[config.mk]
export PLATFORM = sky130hd
export DESIGN_NAME = uart_tx_sequencer
export DESIGN_NICKNAME = d
export VERILOG_FILES = /design/src/rtl/uart_tx_sequencer.sv
export SDC_FILE = /design/constraint.sdc
export NUM_CORES = 1
export LEC_CHECK = 0
export ABC_AREA = 1
export BUFFER_PORTS_ARGS = -buffer_cell sky130_fd_sc_hd__buf_2
export CAP_MARGIN = 15
export CORE_MARGIN = 4
export CORE_UTILIZATION = 56
export CTS_CLUSTER_DIAMETER = 120
export DETAILED_ROUTE_END_ITERATION = 8
export PLACE_DENSITY = 0.85
export SKIP_LAST_GASP = 1
export SLEW_MARGIN = 20
export SYNTH_ARGS = -nofsm -noshare
export SYNTH_HDL_FRONTEND = slang
export SYNTH_SLANG_ARGS = --single-unit
[constraint.sdc]
create_clock -name clk -period 1.5 [get_ports clk]
set_input_delay 0.15 -clock clk [delete_from_list [all_inputs] [get_ports clk]]
set_output_delay 0.15 -clock clk [all_outputs]
set_load 0.05 [all_outputs]
[src/rtl/uart_tx_sequencer.sv]
// UART transmit sequencer: pops a word from the TX FIFO and serialises it
// as start bit, DBIT data bits (LSB first), optional parity bit and stop bit.
// All bit timing is counted in s_tick pulses (16 per bit period).
module uart_tx_sequencer #(
  parameter int DBIT    = 8,
  parameter int SB_TICK = 16,
  parameter int PARITY  = 0
) (
  input  logic            clk,
  input  logic            rst,
  input  logic            s_tick,
  input  logic            enable,
  input  logic            fifo_empty,
  input  logic [DBIT-1:0] fifo_rd_data,
  output logic            fifo_rd,
  output logic            tx,
  output logic            busy,
  output logic            tx_done_tick
);

  // Tick counter must reach 15 for data bits and SB_TICK-1 for the stop bit.
  localparam int TW = ($clog2(SB_TICK) > 4) ? $clog2(SB_TICK) : 4;
  localparam int BW = ($clog2(DBIT) > 1) ? $clog2(DBIT) : 1;

  localparam logic [TW-1:0] TICK_BIT  = TW'(15);
  localparam logic [TW-1:0] TICK_STOP = TW'(SB_TICK - 1);
  localparam logic [BW-1:0] BIT_LAST  = BW'(DBIT - 1);

  typedef enum logic [2:0] {IDLE, LOAD, START, DATA, PAR, STOP} state_t;

  state_t          state_q, state_d;
  logic [TW-1:0]   tick_q, tick_d;
  logic [BW-1:0]   bit_q, bit_d;
  logic [DBIT-1:0] sh_q, sh_d;
  logic            par_q, par_d;
  logic            tx_d, done_d;

  assign busy = (state_q != IDLE);

  // Next-state, counters, shift register and FIFO pop strobe.
  always_comb begin
    state_d = state_q;
    tick_d  = tick_q;
    bit_d   = bit_q;
    sh_d    = sh_q;
    par_d   = par_q;
    done_d  = 1'b0;
    fifo_rd = 1'b0;
    case (state_q)
      IDLE: if (enable && !fifo_empty) state_d = LOAD;
      LOAD: begin
        // s_tick is deliberately ignored here.
        fifo_rd = !fifo_empty;
        sh_d    = fifo_rd_data;
        // Parity is taken from the captured word, not the shifting copy.
        par_d   = (^fifo_rd_data) ^ (PARITY == 2);
        tick_d  = '0;
        state_d = START;
      end
      START: if (s_tick) begin
        if (tick_q == TICK_BIT) begin
          tick_d  = '0;
          bit_d   = '0;
          state_d = DATA;
        end else tick_d = tick_q + TW'(1);
      end
      DATA: if (s_tick) begin
        if (tick_q == TICK_BIT) begin
          tick_d = '0;
          sh_d   = sh_q >> 1;
          if (bit_q == BIT_LAST) state_d = (PARITY != 0) ? PAR : STOP;
          else                   bit_d   = bit_q + BW'(1);
        end else tick_d = tick_q + TW'(1);
      end
      PAR: if (s_tick) begin
        if (tick_q == TICK_BIT) begin
          tick_d  = '0;
          state_d = STOP;
        end else tick_d = tick_q + TW'(1);
      end
      STOP: if (s_tick) begin
        if (tick_q == TICK_STOP) begin
          tick_d  = '0;
          done_d  = 1'b1;
          // A FIFO refill during STOP chains straight into the next frame.
          state_d = (enable && !fifo_empty) ? LOAD : IDLE;
        end else tick_d = tick_q + TW'(1);
      end
      default: state_d = IDLE;
    endcase
    if (rst) fifo_rd = 1'b0;
  end

  // Line level derived from the next state so tx is right in a state's first cycle.
  always_comb begin
    case (state_d)
      START:   tx_d = 1'b0;
      DATA:    tx_d = sh_d[0];
      PAR:     tx_d = par_d;
      default: tx_d = 1'b1;
    endcase
  end

  // State and output registers with synchronous reset.
  always_ff @(posedge clk) begin
    if (rst) begin
      state_q      <= IDLE;
      tick_q       <= '0;
      bit_q        <= '0;
      sh_q         <= '0;
      par_q        <= 1'b0;
      tx           <= 1'b1;
      tx_done_tick <= 1'b0;
    end else begin
      state_q      <= state_d;
      tick_q       <= tick_d;
      bit_q        <= bit_d;
      sh_q         <= sh_d;
      par_q        <= par_d;
      tx           <= tx_d;
      tx_done_tick <= done_d;
    end
  end

endmodule

* Word level (Yosys, flattened, before mapping)
Cells that the tools add are included.
** Word-level totals
- Register bits after elaboration :: 21
- Input bits :: 13
- Output and inout port bits :: 4
- Word-level logic and storage cells :: 70
** Operators by class
- Equal/unequal tests :: 16
- Muxes and demuxes :: 29
- Reduce and logical (&&, ||, !) cells :: 13
- Add/subtract/negate cells :: 2
- Bitwise logic cells :: 2
** Operators by type and width (count)
- 3-bit 2-to-1 mux :: 15
- 3-bit one-hot mux with 6 select lines :: 1
- 8-bit 2-to-1 mux :: 2
- 8-bit one-hot mux with 2 select lines :: 1
- 3-bit by 2-bit == test with 1-bit output, second input constant :: 4
- 3-bit == test, second input constant :: 4
- 2-bit != test, second input constant :: 5
- 4-bit 2-to-1 mux :: 2
- 4-bit one-hot mux with 2 select lines :: 1
- 8-bit XOR reduction :: 1
- 3-bit one-hot mux with 2 select lines :: 1
- 6-bit AND reduction :: 1
- 2-bit nonzero test :: 3
- 1-bit 2-to-1 mux :: 5
- 4-bit by 1-bit adder with 4-bit output, second input constant :: 1
- 4-bit == test, second input constant :: 1
- 4-bit OR reduction :: 1
- 3-bit by 1-bit adder with 3-bit output, second input constant :: 1
- 3-bit by 1-bit == test with 1-bit output, second input constant :: 1
- 3-bit logical NOT :: 1
- 1-bit one-hot mux with 3 select lines :: 1
- 3-bit AND reduction :: 1
- 3-bit nonzero test :: 1
- 3-bit OR reduction :: 1
- 5 further kinds :: 6

* Longest topological paths before layout
- Depth in word-level cells :: 8
- Depth in mapped cells :: 13
- Depth with buffers taken out :: 13

* Least setup slack after synthesis
OpenSTA, ideal clock, no wires.
- Path kind :: register -> output
- Start point :: register state_q[0]
- End point :: output fifo_rd
- Arrival time :: 1360 ps
- Required time :: 1350 ps
- Stages on the path, launching flop included :: 5
- Buffers on the path :: 0
- Setup slack :: -10 ps
- Path through :: dfxtp_1 nand2_2 nor2_4 nand2_1 nor2_1
** On the way
- Cells in the longest elaborated chain, start to end :: 3
** Ends and longest elaborated chain
- start: declaration :: line 31 : state_t state_q, state_d;
- start signal: assignment :: line 115 : state_q <= state_d;
- 3-bit by 1-bit == test with 1-bit output :: line 49 : case (state_q)
- 1-bit 2-to-1 mux :: line 49
- 1-bit 2-to-1 mux :: line 91 : if (rst) fifo_rd = 1'b0;
- end: declaration :: line 15 : output logic fifo_rd,
No other way between the ends.

* Worst setup path after layout
- Start point :: register tick_q[0]
- End point :: register tx
** On the way
- Cells in the longest elaborated chain, start to end :: 6
- Elaborated cells on any way between the ends :: 17
- Classes of those cells :: eq/ne: 4; mux: 13
** Ends and longest elaborated chain
- start: declaration :: line 32 : logic [TW-1:0] tick_q, tick_d;
- start signal: assignment :: line 116 : tick_q <= tick_d;
- 4-bit == test *
- 3-bit 2-to-1 mux (on tied branches) (2 in a row)
- 3-bit one-hot mux with 6 select lines :: line 49
- 3-bit == test / 3-bit by 2-bit == test with 1-bit output (equally long branches) :: line 96 : case (state_d)
- 1-bit one-hot mux with 3 select lines * :: line 96
- end signal: assignment :: line 120 : tx <= tx_d;
- end: declaration :: line 16 : output logic tx,
Mark *: on every way between the ends. The rest lies on a longest branch, timed or not. The select of a mux whose other input is x is not followed.
A chain may end at the register's enable or synchronous reset.

==> results.sh <==
export IMPL_final_cell_mix="nand2_1, inv_1, nor2_1, dfxtp_1"
export IMPL_highest_layer="met4"
export IMPL_drt_iter0_markers=38
export IMPL_avgSynthCellArea_sq_um=6.35
export IMPL_cts_buffers=3
export IMPL_syn_area_sq_mm=0.00126
export IMPL_cp_num_buf_inv=2
export IMPL_io_pins=17
export IMPL_start_util=0.616
export IMPL_cp_endpoint="tx"
export IMPL_drv_cap=0
export IMPL_syn_to_final_growth_pct=21.0
export IMPL_grt_setup_unrepaired="yes"
export IMPL_cts_tree="built"
export IMPL_wire_per_inst_um=12.3
export IMPL_finalPower_mw=1.10
export IMPL_vias=1376
export IMPL_hold_viol_final=0
export IMPL_fmax_mhz=662
export IMPL_path_common_cell="nand2_1"
export IMPL_vias_per_cell=5.44
export IMPL_cts_hold_buf=0
export IMPL_power_density_mw_per_mm2=726
export IMPL_ys_seq_area_frac=0.334
export IMPL_cp_start_kind="register"
export IMPL_grt_first_pass_wirelength_mm=4.98
export IMPL_timing_rr_start="tick_q[0]"
export IMPL_drc_errors=0
export IMPL_final_cells=253
export IMPL_period_share=1.01
export IMPL_core_area_sq_mm=0.00204
export IMPL_wl_met3_um=172
export IMPL_fin_nets=243
export IMPL_setup_ws_ns=-0.0106
export IMPL_path_max_fanout=10
export IMPL_cts_sinks=21
export IMPL_rr_endpoint="tx"
export IMPL_clockBufferDepth=2
export IMPL_drtPass1Iterations=4
export IMPL_fin_setup_tns_ns=-0.0106
export IMPL_yosysUniqueCellTypes=28
export IMPL_leakagePower_nw=0.744
export IMPL_startpoint="tick_q[0]"
export IMPL_violations="negative setup slack"
export IMPL_peakVddDrop_uv=528
export IMPL_cp_top_family="simple AND/OR/NAND/NOR gates"
export IMPL_route_met2_wl_mm=1.58
export IMPL_period_needed_ns=1.51
export IMPL_drive_gt1_frac=0.261
export IMPL_worstHoldStart="fifo_rd_data[7]"
export IMPL_stdcell_area_sq_mm=0.00152
export IMPL_final_common_cell="nand2_1"
export IMPL_fill_cells=159
export IMPL_place_port_buffers=16
export IMPL_cp_end_kind="register"
export IMPL_crit_cells=10
export IMPL_yosys_register_bits=21
export IMPL_syn_nets=214
export IMPL_num_antenna_cells=0
export IMPL_clock_latency_ns=0.31
export IMPL_r2r_slack_ns=-0.01
export IMPL_crit_type="register to register"
export IMPL_die_w_um=55.4
export IMPL_slowest_stage="dfxtp_2"
export IMPL_gp_congestion=0.792
export IMPL_ant_nets=0
export IMPL_yosys_top_cells_area="dfxtp_1, nand2_1, inv_1, nor2_1, a21oi_1"
export IMPL_dp_slack_ns=-0.00221
export IMPL_whs_ns=0.158
export IMPL_outcome="finished, violations left"
export IMPL_finalSetupViolations=1
export IMPL_final_core_util=0.745
export IMPL_synth_top_cell_area_share=0.334
export IMPL_tightest_slew_ns=0.273
export IMPL_slew_viol_final=0
export IMPL_yosysTopAreaCell="dfxtp_1"
export IMPL_worstRegToRegCells=10
export IMPL_wirelength_mm=3.10
export IMPL_antenna_found_initial=0
export IMPL_finalClockSkew_ns=0.00333
export IMPL_crit_path_cell_trace="ha_4 > nand3_1 > nor2_2 > buf_4 > nand3b_1 > nand2_1 > inv_1 > nand3_2 > a21oi_2 > nand2_1"
export IMPL_wl_met1_mm=1.22
export IMPL_syn_inst=198
export IMPL_dp_hpwl_mm=2.23
export IMPL_place_inst=243
export IMPL_slew_headroom=0.817
export IMPL_clock_root_buffer="clkbuf_4"
export IMPL_grt_usage=0.196
export IMPL_gr_total_overflow=0
export IMPL_grt_max_degree=18
export IMPL_placed_cell_area_sq_mm=0.00139
export IMPL_htree_levels=1
export IMPL_die_h_um=55.4
export IMPL_cpPeakStageDelay_ns=0.37
export IMPL_cp_required_ns=1.73
export IMPL_dieArea_sq_mm=0.00307
export IMPL_crit_arrival_ns=1.74
export IMPL_ys_warn_count=0
export IMPL_path_clk_slew_ns=0.13
export IMPL_holdCritPathClass="input pin to register"
export IMPL_grt_pass1_vias=1268
export IMPL_fp_row_count=16
## cell usage after synthesis, drive strengths merged
cell type / instances
o21ai: 11
nand4: 1
nand3: 14
a211oi: 2
buf: 1
dfxtp: 21
nand3b: 1
a21oi: 16
nand2: 56
nor2: 32
and3: 2
ha: 3
clkinv: 1
nor3: 1
or2: 3
inv: 29
xnor2: 1
nor3b: 1
clkbuf: 1
nor4: 1
## worst min-delay path by stage
stage | end | slack [ns] | cells past startpoint
final | sh_q[7] | 0.16 | 3
after global placement | bit_q[2] | 0.46 | 2
after CTS | sh_q[7] | 0.15 | 3
after floorplan | sh_q[7] | 0.32 | 2
after detailed placement | bit_q[1] | 0.46 | 2
after global routing | sh_q[7] | 0.18 | 3
## report_power, final
part / internal, mW / switching, mW
Clock: 0.0998 / 0.188
Combinational: 0.0815 / 0.144
Sequential: 0.575 / 0.0162
Total: 0.756 / 0.348
## cell families (layout without fill, tap and decap cells)
| group | Yosys count | count (layout) | share of synthesized area |
|---|---|---|---|
| AO/OA/AOI/OAI | 29 | 29 | 0.132 |
| buffers and inverters | 32 | 60 | 0.0995 |
| AND/OR/NAND/NOR | 112 | 112 | 0.397 |
| flip-flops | 21 | 21 | 0.334 |
| adder cells (fa/ha/maj) | 3 | 3 | 0.0299 |
| XOR/XNOR | 1 | 1 | 0.00697 |
## worst reg2reg max path: stages (launching register included)
cell and delay [ns]:
dfxtp_2 0.37, ha_4 0.17, nand3_1 0.11, nor2_2 0.04, buf_4 0.16, nand3b_1 0.11, nand2_1 0.11, inv_1 0.10
nand3_2 0.08, a21oi_2 0.12, nand2_1 0.06
## what timing repair did
action / in CTS / in global routing
pin swaps: 3 / 5
setup buffers: 2 / 4
setup endpoints to repair: 2 / 10
resized for setup: 5 / 15
## area by class of cell
| cell class | count | area (sq um) | area share |
|---|---|---|---|
| Tap cell | 27 | 33.8 | 0.0222 |
| Sequential cell | 21 | 432 | 0.284 |
| Inverter | 30 | 116 | 0.0765 |
| Clock buffer | 3 | 22.5 | 0.0148 |
| Clock inverter | 1 | 5.00 | 0.00329 |
| Multi-Input combinational cell | 145 | 751 | 0.493 |
| Timing Repair Buffer | 26 | 161 | 0.106 |
## sequential cells by signal, indices dropped and copies added (netlist names)
signal,cells
sh_q,8
state_q,3
tx_done_tick,1
par_q,1
tx,1
bit_q,3
tick_q,4
## metal layers
metal | global-route usage | vias to the layer above
met5 | 0 | -
li1 | - | 684
met2 | 0.358 | 49
met1 | 0.221 | 629
met3 | 0.0140 | 14
met4 | 0.108 | 0
(Power assumes the default switching activity.)
